==> config.mk <==
export PLATFORM = sky130hd
export DESIGN_NAME = dm_arbiter
export DESIGN_NICKNAME = d
export VERILOG_FILES = /design/src/rtl/dm_arb_pkg.sv /design/src/rtl/dm_arb_prio.sv /design/src/rtl/dm_arbiter.sv
export SDC_FILE = /design/constraint.sdc
export NUM_CORES = 1
export LEC_CHECK = 0
export ABC_AREA = 0
export CORE_MARGIN = 5
export CORE_UTILIZATION = 42
export DETAILED_ROUTE_END_ITERATION = 10
export HOLD_SLACK_MARGIN = 0.02
export PLACE_DENSITY = 0.81
export SYNTH_ARGS = -nofsm -noshare
export SYNTH_HDL_FRONTEND = slang
export SYNTH_SLANG_ARGS = --single-unit
==> constraint.sdc <==
create_clock -name clk -period 2.3 [get_ports clk]
set_input_delay 0.46 -clock clk [delete_from_list [all_inputs] [get_ports clk]]
set_output_delay 0.46 -clock clk [all_outputs]
set_load 0.1 [all_outputs]
==> src/rtl/dm_arb_pkg.sv <==
// Shared definitions for the data-memory arbiter: FSM states, requester IDs
// and default bus widths.
package dm_arb_pkg;

  localparam int AW = 12;
  localparam int DW = 32;

  typedef enum logic [1:0] {
    ST_IDLE   = 2'd0,
    ST_ACCESS = 2'd1,
    ST_RDWAIT = 2'd2,
    ST_RESP   = 2'd3
  } state_t;

  typedef enum logic {
    REQ_CORE = 1'b0,
    REQ_LDR  = 1'b1
  } req_id_t;

endpackage

==> src/rtl/dm_arb_prio.sv <==
// Winner select for the DM arbiter: core has fixed priority, the loader is
// forced through once it has lost STARVE_MAX arbitrations in a row.
module dm_arb_prio #(
  parameter int STARVE_MAX = 4
) (
  input  logic clk,
  input  logic rst,
  input  logic c_req,
  input  logic l_req,
  input  logic arb,
  input  logic grant,
  output logic winner
);
  import dm_arb_pkg::*;

  logic [3:0] starve_cnt;
  logic       starved;

  assign starved = (starve_cnt == 4'(STARVE_MAX));

  always_comb begin
    winner = REQ_CORE;
    if (l_req && (starved || !c_req)) winner = REQ_LDR;
  end

  // grant is the loader's grant pulse; it only occurs in ACCESS, so it never
  // coincides with an arbitration cycle.
  always_ff @(posedge clk or negedge rst) begin
    if (!rst)
      starve_cnt <= '0;
    else if (grant)
      starve_cnt <= '0;
    else if (arb && l_req && winner == REQ_CORE && !starved)
      starve_cnt <= starve_cnt + 4'd1;
  end

endmodule

==> src/rtl/dm_arbiter.sv <==
// Single-port data-memory arbiter between the CPU core and the loader/debug
// port: serialises accesses, drives the DM pins and returns registered rdata.
module dm_arbiter #(
  parameter int AW         = dm_arb_pkg::AW,
  parameter int DW         = dm_arb_pkg::DW,
  parameter int STARVE_MAX = 4
) (
  input  logic          clk,
  input  logic          rst,
  input  logic          c_req,
  input  logic          c_we,
  input  logic [AW-1:0] c_addr,
  input  logic [DW-1:0] c_wdata,
  output logic          c_gnt,
  output logic          c_rvalid,
  output logic [DW-1:0] c_rdata,
  input  logic          l_req,
  input  logic          l_we,
  input  logic [AW-1:0] l_addr,
  input  logic [DW-1:0] l_wdata,
  output logic          l_gnt,
  output logic          l_rvalid,
  output logic [DW-1:0] l_rdata,
  output logic          DM_enable_mem,
  output logic          DM_enable_fetch,
  output logic          DM_enable_write,
  output logic [AW-1:0] DM_in_address,
  output logic [AW-1:0] DM_out_address,
  output logic [DW-1:0] DM_in,
  input  logic [DW-1:0] DM_out,
  output logic          busy
);
  import dm_arb_pkg::*;

  state_t        state, state_nxt;
  logic          arb, winner, win_q, we_q;
  logic [AW-1:0] addr_q;
  logic [DW-1:0] wdata_q, c_rdata_q, l_rdata_q;

  assign arb = (state == ST_IDLE || state == ST_RESP) && (c_req || l_req);

  dm_arb_prio #(.STARVE_MAX(STARVE_MAX)) u_prio (
    .clk    (clk),
    .rst    (rst),
    .c_req  (c_req),
    .l_req  (l_req),
    .arb    (arb),
    .grant  (l_gnt),
    .winner (winner)
  );

  always_comb begin
    state_nxt = ST_IDLE;
    case (state)
      ST_IDLE, ST_RESP: state_nxt = arb ? ST_ACCESS : ST_IDLE;
      ST_ACCESS:        state_nxt = we_q ? ST_IDLE : ST_RDWAIT;
      ST_RDWAIT:        state_nxt = ST_RESP;
      default:          state_nxt = ST_IDLE;
    endcase
  end

  always_ff @(posedge clk or negedge rst) begin
    if (!rst) begin
      state     <= ST_IDLE;
      win_q     <= REQ_CORE;
      we_q      <= 1'b0;
      addr_q    <= '0;
      wdata_q   <= '0;
      c_rdata_q <= '0;
      l_rdata_q <= '0;
    end else begin
      state <= state_nxt;
      if (arb) begin
        win_q   <= winner;
        we_q    <= (winner == REQ_LDR) ? l_we    : c_we;
        addr_q  <= (winner == REQ_LDR) ? l_addr  : c_addr;
        wdata_q <= (winner == REQ_LDR) ? l_wdata : c_wdata;
      end
      // DM_out is valid the cycle after the fetch, i.e. during RDWAIT.
      if (state == ST_RDWAIT) begin
        if (win_q == REQ_LDR) l_rdata_q <= DM_out;
        else                  c_rdata_q <= DM_out;
      end
    end
  end

  always_comb begin
    c_gnt           = 1'b0;
    l_gnt           = 1'b0;
    c_rvalid        = 1'b0;
    l_rvalid        = 1'b0;
    DM_enable_mem   = 1'b0;
    DM_enable_fetch = 1'b0;
    DM_enable_write = 1'b0;
    DM_in_address   = '0;
    DM_out_address  = '0;
    DM_in           = '0;
    if (state == ST_ACCESS) begin
      DM_enable_mem = 1'b1;
      c_gnt         = (win_q == REQ_CORE);
      l_gnt         = (win_q == REQ_LDR);
      if (we_q) begin
        DM_enable_write = 1'b1;
        DM_in_address   = addr_q;
        DM_in           = wdata_q;
      end else begin
        DM_enable_fetch = 1'b1;
        DM_out_address  = addr_q;
      end
    end
    if (state == ST_RESP) begin
      c_rvalid = (win_q == REQ_CORE);
      l_rvalid = (win_q == REQ_LDR);
    end
  end

  assign c_rdata = c_rdata_q;
  assign l_rdata = l_rdata_q;
  assign busy    = (state != ST_IDLE);

endmodule

==> impl_results.rst, run 1 <==
.. list-table::
   :header-rows: 1

   * - Metric
     - Value
   * - Startpoint kind of the worst setup timing path
     - register
   * - Average wire per cell in the routed design
     - between 15 and 20 µm
   * - First-pass detailed-route iteration total
     - 4
   * - Leading cell types by count after synthesis
     - sky130_fd_sc_hd__dfrtp_1 (116), sky130_fd_sc_hd__nand2_1 (94), sky130_fd_sc_hd__mux2_2 (62), sky130_fd_sc_hd__nand4_1 (45), sky130_fd_sc_hd__and3_1 (44)
   * - EDFF count, synth
     - 0
   * - Detail Route Antenna Nets
     - 0
   * - Netlist cell types
     - 30
   * - Core Rows
     - between 40 and 50
   * - Boundary pin count
     - 254
   * - Synthesized cell area
     - 5690 µm²
   * - Highest fanout seen on the critical path
     - 7
   * - Peak clock frequency supported by timing
     - between 400 and 500 MHz
   * - Cells traversed along the worst timing path
     - inv_2 -> ha_4 -> nor2b_4 -> buf_6 -> and2_2 -> buf_12
   * - Number of global-route vias before repair
     - 5,497
   * - Synthesized net count
     - 643
   * - Class of the worst hold path
     - in2async
   * - Clock Tree Root
     - sky130_fd_sc_hd__clkbuf_16
   * - Count of clock tree sinks
     - 116
   * - Number of inserted filler cells in the final layout
     - just over 900
   * - Tightest slew margin relative to the limit
     - 65.0%
   * - Final period utilization
     - 96.4%
   * - Max-cap violations
     - 0
   * - Horizontal die dimension
     - between 100 and 150 µm
   * - Fraction of final layout cells sized beyond drive strength 1
     - between 40% and 50%
   * - Leading area contributor after synthesis
     - sky130_fd_sc_hd__dfrtp_1
   * - Synthesized netlist cell count
     - approximately 500
   * - Post-synthesis average cell area
     - 11.1 µm²
   * - Final wirelength
     - 18,800 µm
   * - RR Startpoint
     - state[0]
   * - Reg2Reg Capture Point
     - u_prio.starve_cnt[3]
   * - Setup TNS
     - 0 ns
   * - Sum of overflow across all layers after global routing
     - 0
   * - Maximum clock skew at final layout
     - 0.00587 ns
   * - Arr. time, crit path
     - 1.76 ns
   * - Slowest cell on the critical path
     - sky130_fd_sc_hd__dfrtp_1
   * - Global-route wire length before repair
     - 30,100 µm
   * - Initial Utilization
     - 42.9%
   * - Crit Path Class
     - reg2out
   * - Critical path's largest stage delay
     - 0.39 ns
   * - Combined flip-flop and latch cell area
     - 2900 µm²
   * - DRC marker count from the first detailed-route iteration
     - ~310
   * - Clock tree from TritonCTS
     - done
   * - Number of antenna violations at the first check in global routing
     - 0
   * - Part of the Yosys area used for sequential elements
     - between 50 and 60%
   * - Most used DFF post-synth
     - sky130_fd_sc_hd__dfrtp_1
   * - Clock period minus worst slack
     - 2.22 ns
   * - Required arrival time at the worst endpoint
     - 1.84 ns
   * - TritonCTS Buffers
     - 17
   * - Post-layout nets
     - 888
   * - Most common cell in the netlist
     - sky130_fd_sc_hd__dfrtp_1
   * - Footprint of the multi-input gates
     - approximately 2700 µm²
   * - Maximum number of pins on one net before global-route repair
     - 63
   * - Via density per instance
     - 5.36
   * - Async S/R FF share, synth
     - 100%
   * - Area share of the largest cell type after synthesis
     - 51.0%
   * - Area grow syn2layout
     - 70.4%
   * - Inserted Diodes
     - 0
   * - Slew @ Worst Pin
     - 0.524 ns
   * - Worst-case register-to-register setup slack
     - 0.34 ns
   * - Most area-consuming cells after synthesis
     - sky130_fd_sc_hd__dfrtp_1 (51%), sky130_fd_sc_hd__mux2_2 (12%), sky130_fd_sc_hd__o211ai_2 (8.6%)
   * - Vertical die dimension
     - 126 µm
   * - Clock latency at the later pin of the worst-skew pair
     - 0.41 ns
   * - Count of final setup violators
     - 0
   * - GRT Util Overall
     - 23.6%
   * - Largest buffer count on any clock path
     - 2
   * - Post-cts hold buffer count
     - 0
   * - Number of cells on the worst reg-to-reg path
     - 5
   * - Number of buffer cells added on primary ports
     - ~250
   * - Final hold viol count
     - 0
   * - Count of final max-slew check failures
     - 0
   * - CTS H-Tree Depth
     - 4
   * - Hold Worst Slack
     - between 0.015 and 0.02 ns
   * - RSZ-0062 raised after global routing
     - no
   * - Core Area
     - 13,200 µm²
   * - Half-perimeter wire length of the detailed placement result
     - 13,600 µm
   * - Die Area
     - 16,000 µm²
   * - Post-synthesis register bit count
     - between 100 and 150
   * - Final weighted congestion in routability-driven placement
     - around 0.85
   * - Status
     - finished, final reports clean
   * - Number of remaining DRC errors
     - 0
   * - Clock-pin slew on the worst setup and hold paths
     - about 0.050 ns
   * - Endpoint kind of the worst setup timing path
     - output pin
   * - Yosys warning count
     - 0
   * - Detailed-route via count
     - 5,054
## through the flow
step	util (%)	area (µm²)	setup WS, ns	cells
2_1_floorplan	-	5800	0.0175	511
3_3_place_gp	68.0	9000	0.285	908
3_5_place_dp	68.0	9000	0.199	908
4_1_cts	73.0	9670	0.0235	941
5_1_grt	73.2	9690	0.0132	943
6_report	73.2	9690	0.0821	943
## sequential cells by signal, summed over array words and instances, names as in the netlist
signal             count
state                  2
u_prio.starve_cnt      4
c_rdata               32
win_q                  1
l_rdata               32
addr_q                12
we_q                   1
wdata_q               32
## cells in the final DEF (no fill, tap or decap), types with 2 or more instances in the layout
master                            netlist  layout
sky130_fd_sc_hd__dfrtp_1              116     116
sky130_fd_sc_hd__clkinvlp_4             0       2
sky130_fd_sc_hd__mux2_2                62      62
sky130_fd_sc_hd__nor2b_2                0       2
sky130_fd_sc_hd__inv_1                  6       5
sky130_fd_sc_hd__o21ai_0                3       3
sky130_fd_sc_hd__nand4_1               45      45
sky130_fd_sc_hd__o211ai_2              39      39
sky130_fd_sc_hd__and3_2                 0      44
sky130_fd_sc_hd__nand2_1               94      94
sky130_fd_sc_hd__clkdlybuf4s50_1        0     124
sky130_fd_sc_hd__nand3b_1               2       2
sky130_fd_sc_hd__and3b_1                2       2
sky130_fd_sc_hd__nand3_1                3       3
sky130_fd_sc_hd__and2_1                16       2
sky130_fd_sc_hd__buf_4                  0      78
sky130_fd_sc_hd__nor2b_4                0       2
sky130_fd_sc_hd__o211ai_1               6       6
sky130_fd_sc_hd__clkbuf_8               0       4
sky130_fd_sc_hd__and2_2                 0       6
sky130_fd_sc_hd__buf_12                 0      70
sky130_fd_sc_hd__ha_1                   6       5
sky130_fd_sc_hd__mux2_1                 2       2
sky130_fd_sc_hd__bufinv_16              0       4
sky130_fd_sc_hd__a21oi_1                4       4
sky130_fd_sc_hd__clkbuf_16              0      17
sky130_fd_sc_hd__and2_4                 0       8
## layout make-up
| class | count | area share, % |
|---|---|---|
| Clock buffer | 22 | 5.00 |
| Multi-Input combinational cell | 341 | 27.4 |
| Tap cell | 176 | 2.27 |
| Inverter | 6 | 0.232 |
| Clock inverter | 8 | 1.54 |
| Timing Repair Buffer | 274 | 33.6 |
| Sequential cell | 116 | 30.0 |
## per-layer routing
layer | part of all wire (%) | wire length, µm | GRT usage [%]
met1 | 39 | 7320 | 27.3
met2 | 51 | 9550 | 40.5
met3 | 7.0 | 1320 | 7.82
met4 | 3.2 | 596 | 9.27
met5 | 0 | 0 | 0
## cells by family (layout without fill, tap and decap cells)
| group | after synthesis | count (layout) | share of synthesized area, % |
|---|---|---|---|
| flops | 116 | 116 | 51.0 |
| simple gates | 214 | 214 | 19.8 |
| fa+ha+maj | 6 | 6 | 1.32 |
| buf+inv | 54 | 310 | 4.51 |
| mux | 64 | 64 | 12.7 |
| compound gates | 57 | 57 | 10.6 |
## worst max path at each step
stage,startpoint,to,depth (start not counted)
2_1_floorplan,state[1],c_gnt,5
3_3_place_gp,c_req,wdata_q[0],5
3_5_place_dp,l_req,u_prio.starve_cnt[3],4
4_1_cts,state[1],DM_out_address[1],6
5_1_grt,state[1],DM_out_address[1],6
6_report,state[1],DM_out_address[1],6
## worst max-delay path: cells and delay by family, from the launching register on
family	cells	cell delay [ns]
buffers and inverters	3	0.41
flip-flops	1	0.39
AND/OR/NAND/NOR	2	0.38
adder cells (fa/ha/maj)	1	0.16
## what timing repair did
action / 4_1_cts / 5_1_grt
gates cloned: 0 / 1
setup buffers: 3 / 1
endpoints found under the setup margin: 49 / 49
resized for setup: 3 / 5
Power of run 1 is not shown: default switching activity piles up to over one toggle a cycle in this logic, so the estimate is an artifact.
==> run 2: changes to the inputs <==
- CTS_CLUSTER_DIAMETER: unset -> 60
==> results of run 2 <==
Final layout, timing and power as in run 1 (identical DEF).
Power of run 2 is left out for the same reason.
